File: src/rtl/instr_encoder.sv
// Packs decoded RV32I fields into a 32-bit word and flags unrepresentable immediates.
// Latency: one cycle from accepted request to out_valid (FIFO write then read).
// Backpressure: in_ready = !full, registered only; out_ready never reaches in_ready combinationally.
module instr_encoder #(
  parameter int DEPTH = 4
) (
  input  logic        clk,
  input  logic        rst,
  input  logic        in_valid,
  output logic        in_ready,
  input  logic [2:0]  in_fmt,
  input  logic [6:0]  in_opcode,
  input  logic [4:0]  in_rd,
  input  logic [4:0]  in_rs1,
  input  logic [4:0]  in_rs2,
  input  logic [2:0]  in_funct3,
  input  logic [6:0]  in_funct7,
  input  logic [31:0] in_imm,
  output logic        out_valid,
  input  logic        out_ready,
  output logic [31:0] out_instr,
  output logic        out_err,
  input  logic        stats_clr,
  output logic [15:0] enc_count,
  output logic [15:0] err_count
);

  localparam int PW = (DEPTH > 1) ? $clog2(DEPTH) : 1;
  localparam int CW = PW + 1;

  localparam logic [2:0] FMT_I = 3'b000;
  localparam logic [2:0] FMT_S = 3'b001;
  localparam logic [2:0] FMT_B = 3'b010;
  localparam logic [2:0] FMT_U = 3'b011;
  localparam logic [2:0] FMT_J = 3'b100;
  localparam logic [2:0] FMT_R = 3'b101;

  localparam logic [31:0] NOP_WORD = 32'h0000_0013;

  logic [31:0]   enc_instr;
  logic          enc_err;
  logic [32:0]   mem [DEPTH];
  logic [PW-1:0] wptr;
  logic [PW-1:0] rptr;
  logic [CW-1:0] count;
  logic          full;
  logic          empty;
  logic          push;
  logic          pop;

  assign full      = (count == CW'(DEPTH));
  assign empty     = (count == '0);
  assign in_ready  = !full;
  assign out_valid = !empty;
  assign push      = in_valid && !full;
  assign pop       = !empty && out_ready;
  assign out_instr = mem[rptr][31:0];
  assign out_err   = mem[rptr][32];

  // Field packing and representability check; invalid formats fall back to NOP with err.
  always_comb begin
    enc_instr = NOP_WORD;
    enc_err   = 1'b1;
    case (in_fmt)
      FMT_I: begin
        enc_instr = {in_imm[11:0], in_rs1, in_funct3, in_rd, in_opcode};
        enc_err   = !((&in_imm[31:11]) || !(|in_imm[31:11]));
      end
      FMT_S: begin
        enc_instr = {in_imm[11:5], in_rs2, in_rs1, in_funct3, in_imm[4:0], in_opcode};
        enc_err   = !((&in_imm[31:11]) || !(|in_imm[31:11]));
      end
      FMT_B: begin
        enc_instr = {in_imm[12], in_imm[10:5], in_rs2, in_rs1, in_funct3,
                     in_imm[4:1], in_imm[11], in_opcode};
        enc_err   = !((&in_imm[31:12]) || !(|in_imm[31:12])) || in_imm[0];
      end
      FMT_U: begin
        enc_instr = {in_imm[31:12], in_rd, in_opcode};
        enc_err   = |in_imm[11:0];
      end
      FMT_J: begin
        enc_instr = {in_imm[20], in_imm[10:1], in_imm[11], in_imm[19:12], in_rd, in_opcode};
        enc_err   = !((&in_imm[31:20]) || !(|in_imm[31:20])) || in_imm[0];
      end
      FMT_R: begin
        enc_instr = {in_funct7, in_rs2, in_rs1, in_funct3, in_rd, in_opcode};
        enc_err   = 1'b0;
      end
      default: begin
        enc_instr = NOP_WORD;
        enc_err   = 1'b1;
      end
    endcase
  end

  // Entry storage; cleared on reset so the head reads as zero while empty.
  always_ff @(posedge clk or posedge rst) begin
    if (rst) begin
      for (int i = 0; i < DEPTH; i++) begin
        mem[i] <= '0;
      end
    end else if (push) begin
      mem[wptr] <= {enc_err, enc_instr};
    end
  end

  // Pointers wrap naturally at DEPTH (power of two); count tracks occupancy.
  always_ff @(posedge clk or posedge rst) begin
    if (rst) begin
      wptr  <= '0;
      rptr  <= '0;
      count <= '0;
    end else begin
      if (push) begin
        wptr <= wptr + PW'(1);
      end
      if (pop) begin
        rptr <= rptr + PW'(1);
      end
      case ({push, pop})
        2'b10:   count <= count + CW'(1);
        2'b01:   count <= count - CW'(1);
        default: count <= count;
      endcase
    end
  end

  // Saturating statistics; a clear wins over a same-cycle increment.
  always_ff @(posedge clk or posedge rst) begin
    if (rst) begin
      enc_count <= '0;
      err_count <= '0;
    end else if (stats_clr) begin
      enc_count <= '0;
      err_count <= '0;
    end else if (push) begin
      if (enc_count != 16'hFFFF) begin
        enc_count <= enc_count + 16'd1;
      end
      if (enc_err && (err_count != 16'hFFFF)) begin
        err_count <= err_count + 16'd1;
      end
    end
  end

endmodule

File: config.mk
export PLATFORM = sky130hd
export DESIGN_NAME = instr_encoder
export DESIGN_NICKNAME = d
export VERILOG_FILES = /design/src/rtl/instr_encoder.sv
export SDC_FILE = /design/constraint.sdc
export NUM_CORES = 1
export LEC_CHECK = 0
export CAP_MARGIN = 10
export CORE_ASPECT_RATIO = 1.2
export CORE_MARGIN = 8
export CORE_UTILIZATION = 39
export CTS_CLUSTER_SIZE = 24
export DETAILED_ROUTE_END_ITERATION = 6
export SLEW_MARGIN = 20
export SYNTH_ARGS = -nofsm -noshare
export SYNTH_HDL_FRONTEND = slang
export SYNTH_SLANG_ARGS = --single-unit
export TNS_END_PERCENT = 50
File: constraint.sdc
create_clock -name clk -period 6.2 [get_ports clk]
set_clock_uncertainty 0.15 [all_clocks]
set_input_delay 0.93 -clock clk [delete_from_list [all_inputs] [get_ports clk]]
set_output_delay 0.93 -clock clk [all_outputs]
set_load 0.01 [all_outputs]
-- Yosys cells after proc, flatten, opt, wreduce, memory -nomap -nowiden
Cells that the tools add are included.
- flip-flop bits (word level): 171
- output and inout bits: 67
- logic and storage cells: 78
- reductions and logical operators: 33
- multiplexer cells: 15
- eq/ne operators: 10
- $add $sub $neg: 6
- bitwise logic cells: 2
- $lt $le $gt $ge: 3
- operator list (kind ; count):
    32-bit case mux with 6 select lines ; 1
    132-bit bitwise mux ; 1
    33-bit 2-to-1 mux ; 3
    16-bit 2-to-1 mux ; 6
    33-bit binary-select mux with 2-bit select ; 1
    33-bit demux with 2-bit select ; 1
    16-bit by 1-bit adder with 16-bit output, second input constant ; 2
    16-bit != test, second input constant ; 2
    12-bit OR reduction ; 2
    21-bit AND reduction ; 1
    21-bit OR reduction ; 1
    20-bit AND reduction ; 1
    20-bit OR reduction ; 1
    12-bit AND reduction ; 1
    3-bit equality test, second input constant ; 3
    1-bit zero test ; 8
    2-bit nonzero test ; 4
    3-bit by 2-bit equality test with 1-bit output, second input constant ; 2
    3-bit greater-or-equal comparator, second input constant ; 2
    3-bit zero test ; 2
    2-bit inverter with 3-bit output ; 2
    3-bit case mux with 2 select lines ; 1
    1-bit logical OR ; 5
    1-bit case mux with 5 select lines ; 1
    other kinds (10) ; 15

-- Logic depth before layout (Yosys ltp)
- depth after elaboration: 10
- depth in mapped cells: 10
- depth with buffers taken out: 9

-- Worst setup path before layout
OpenSTA, ideal clock, no wires.
- kind: reg-to-output
- start point: reg rptr[0]
- end point: out out_instr[24]
- buffers on the path: 2
- slack: 3.346 ns
- arrival time: 1.774 ns
- stages on the path, launching flop included: 4
- path through: dfrtp_1 -> clkbuf_1 -> buf_1 -> mux4_2
- longest elaborated chain between the ends: 4
- ends and longest elaborated chain (what ; line ; text):
    start: declaration ; 44 ; logic [PW-1:0] rptr;
    start signal: assignment ; 119 ; rptr <= rptr + PW'(1);
    2-bit inverter with 3-bit output (not written as such) ; 57 ; assign out_instr = mem[rptr][31:0];
    33-bit binary-select mux with 2-bit select ; 57 ;
    33-bit 2-to-1 mux (2 in a row) ; -- ;
    end: declaration ; 21 ; output logic [31:0] out_instr,
No other way between the ends. The select of a mux whose other input is x is not followed.

-- Final worst setup path
- start point: reg rptr[0]
- end point: out out_instr[26]
The elaborated chain is that of the path after synthesis.

==> results_dict.tcl <==
set metrics [dict create \
    status "completed" \
    slew_viol_final 0 \
    firstDrtPassIters 5 \
    num_rows 59 \
    synth_edf_count 0 \
    synth_nets 917 \
    yosysSeqAreaShare_pct 50.4 \
    setup_viol 0 \
    synth_area_leaders "dfrtp_1 50%, mux4_2 8.7%, o21ai_0 7.5%" \
    grt_use_total_pct 17.9 \
    synth_seq_cells 171 \
    antenna_found_initial 5 \
    yosysTopAreaCell "dfrtp_1" \
    drtIter0Drc 448 \
    cts_sinks 171 \
    drive_gt1_share_pct 10.4 \
    fin_cells 1237 \
    die_area_um2 26800 \
    rsz0062_at_grt "no" \
    timing.hold.worst_endpoint "count[2]" \
    async_reset_ff_share_pct 100 \
    final_cell_mix "170 x dfrtp_1, 155 x nand2_1, 137 x clkdlybuf4s50_1, 128 x o21ai_0" \
    core-area_um2 21600 \
    htree_levels 4 \
    root_buffer "clkbuf_16" \
    wl_um 23000 \
    clock.fmax_ghz 0.258 \
    max_slew_margin_pct 40.6 \
    grt_max_degree 104 \
    grt_pass1_wl_um 37100 \
    syn_inst 837 \
    die_height_um 178 \
    dp_hpwl_um 15800 \
    cts_resized 0 \
    cp_max_fo 20 \
    layout_commonest_cell "dfrtp_1" \
    synth.distinct_cells 61 \
    ir_drop_mv 0.202 \
    cts_max_path_buffers 2 \
    hold_depth 1 \
    synth_flop_cell "dfrtp_1" \
    max_slew.worst_pin.slew_ps 891 \
    ff2ff_path_depth 7 \
    grt_pass1_vias 6764 \
    overflow 0 \
    die_w_um 151 \
    routabilityCongestion 0.833 \
    r2r_start "count[2]" \
    stdcell_area_um2 10700 \
    syn_avg_cell_area_um2 10.2 \
    worstHoldStart "count[2]" \
    io_buffers 138 \
    viasPerCell 5.35 \
    drtAntennaViolNets 0 \
    drv_cap 0 \
    required_ps 5120 \
    r2r_slack_ps 3410 \
    netlist_area_um2 8500 \
    wl_per_cell_um 18.6 \
    final.period_utilization_pct 62.6 \
    start_util_pct 39.4 \
    crit_type "register to primary output" \
    critPathArrivalTime_ps 2800 \
    hold_violations 0 \
    leakage_nw 4.46 \
    cts_made_buffers 17 \
    ios 139 \
    worstSkewPairLatency_ps 430 \
    placed_cell_area_um2 10100 \
    synth_top_cell_area_share_pct 50.4 \
    ys_warn_count 0 \
    clk_pin_slew_ps 70 \
    final_net_count 1029 \
    syn_to_final_growth_pct 25.5 \
    whs_ps 327 \
    worstSetupEndpointType "primary output" \
    vias 6623 \
    reg2reg_to "enc_count[15]" \
    worstHoldPathType "register to register" \
    min_period_ps 3880 \
    cts_tree "done" \
    drc 0 \
    fillCellCount 2045 \
    finalSetupTns_ps 0 \
    postCtsSetupRepairBufs 0 \
    startpoint_type "register" \
    finish.utilization_pct 49.5 \
    hold_buffers 0 \
    dp.cells 1204 \
    power_density_nw_per_um2 427 \
]
stage by stage:
step,setup WS [ps],power [mW]
after floorplan,488,2.83
after global placement,2490,3.56
after detailed placement,2460,3.59
after CTS,2210,4.64
after global routing,2110,4.90
final,2320,4.56
registers in the layout, indices dropped and copies added, names as in the netlist:
name and cells:
mem 132, rptr 2, err_count 16, wptr 2, count 3, enc_count 16
area by class of cell:
type / instances / area [um^2] / share of cell area (%)
Antenna cell: 1 / 2.50 / 0.0235
Clock inverter: 15 / 151 / 1.42
Inverter: 14 / 58.8 / 0.551
Tap cell: 274 / 343 / 3.21
Sequential cell: 171 / 4280 / 40.1
Clock buffer: 17 / 425 / 3.99
Timing Repair Buffer: 148 / 1460 / 13.7
Multi-Input combinational cell: 597 / 3940 / 36.9
worst max-delay path by stage:
stage / cells past startpoint / to / startpoint
CTS: 3 / out_instr[26] / rptr[0]
finish: 3 / out_instr[26] / rptr[0]
global placement: 8 / err_count[7] / in_imm[12]
detailed placement: 8 / err_count[7] / in_imm[19]
global route: 3 / out_instr[25] / rptr[0]
floorplan: 1 / count[0] / rst
worst max-delay path, stage by stage (launching register included):
cell,delay (ps)
dfrtp_2,730
buf_4,510
mux4_2,570
clkdlybuf4s50_1,550
layer usage:
| layer | track usage (%) | vias to the layer above | part of all wire [%] |
|---|---|---|---|
| met4 | 5.70 | 8 | 1.7 |
| li1 | - | 3230 | - |
| met5 | 0 | - | 0.24 |
| met1 | 23.2 | 3176 | 44 |
| met3 | 6.33 | 32 | 7.8 |
| met2 | 27.6 | 177 | 46 |
report_power, final:
part | total [mW] | leakage (nW) | switching (mW) | internal [mW]
clock | 1.04 | 0.270 | 0.501 | 0.535
combinational | 1.73 | 1.98 | 0.827 | 0.908
sequential | 1.79 | 2.21 | 0.253 | 1.53
total | 4.56 | 4.46 | 1.58 | 2.98
kinds of logic (layout without fill, tap and decap cells):
group	Yosys count	in the layout	synth area share (%)
buffers and inverters	69	194	3.40
flip-flops	171	171	50.4
AO/OA/AOI/OAI	238	238	16.6
other	0	1	0
adder cells (fa/ha/maj)	8	8	1.27
XOR/XNOR	18	18	1.86
multiplexers	54	54	11.3
AND/OR/NAND/NOR	279	279	15.1
cells in the mapped netlist (3+ instances only):
| library cell | count |
|---|---|
| dfrtp_1 | 171 |
| nand2_1 | 159 |
| o21ai_0 | 128 |
| clkbuf_1 | 33 |
| mux4_2 | 33 |
| nor2_1 | 33 |
| a21oi_1 | 31 |
| o21ai_1 | 22 |
| nor2b_1 | 18 |
| buf_2 | 17 |
| a22oi_1 | 14 |
| mux2i_1 | 13 |
| inv_1 | 12 |
| o22a_1 | 12 |
| or3_1 | 12 |
| xor2_1 | 12 |
| nand3_1 | 11 |
| nand4_1 | 10 |
| ha_1 | 7 |
| nor4_1 | 7 |
| and3_1 | 6 |
| o221ai_1 | 6 |
| xnor2_1 | 6 |
| and2_1 | 5 |
| and4_1 | 5 |
| mux2_2 | 5 |
| buf_1 | 4 |
| mux2_1 | 3 |
| o21a_1 | 3 |
| or4_1 | 3 |
Power figures use the tool's default switching activity.
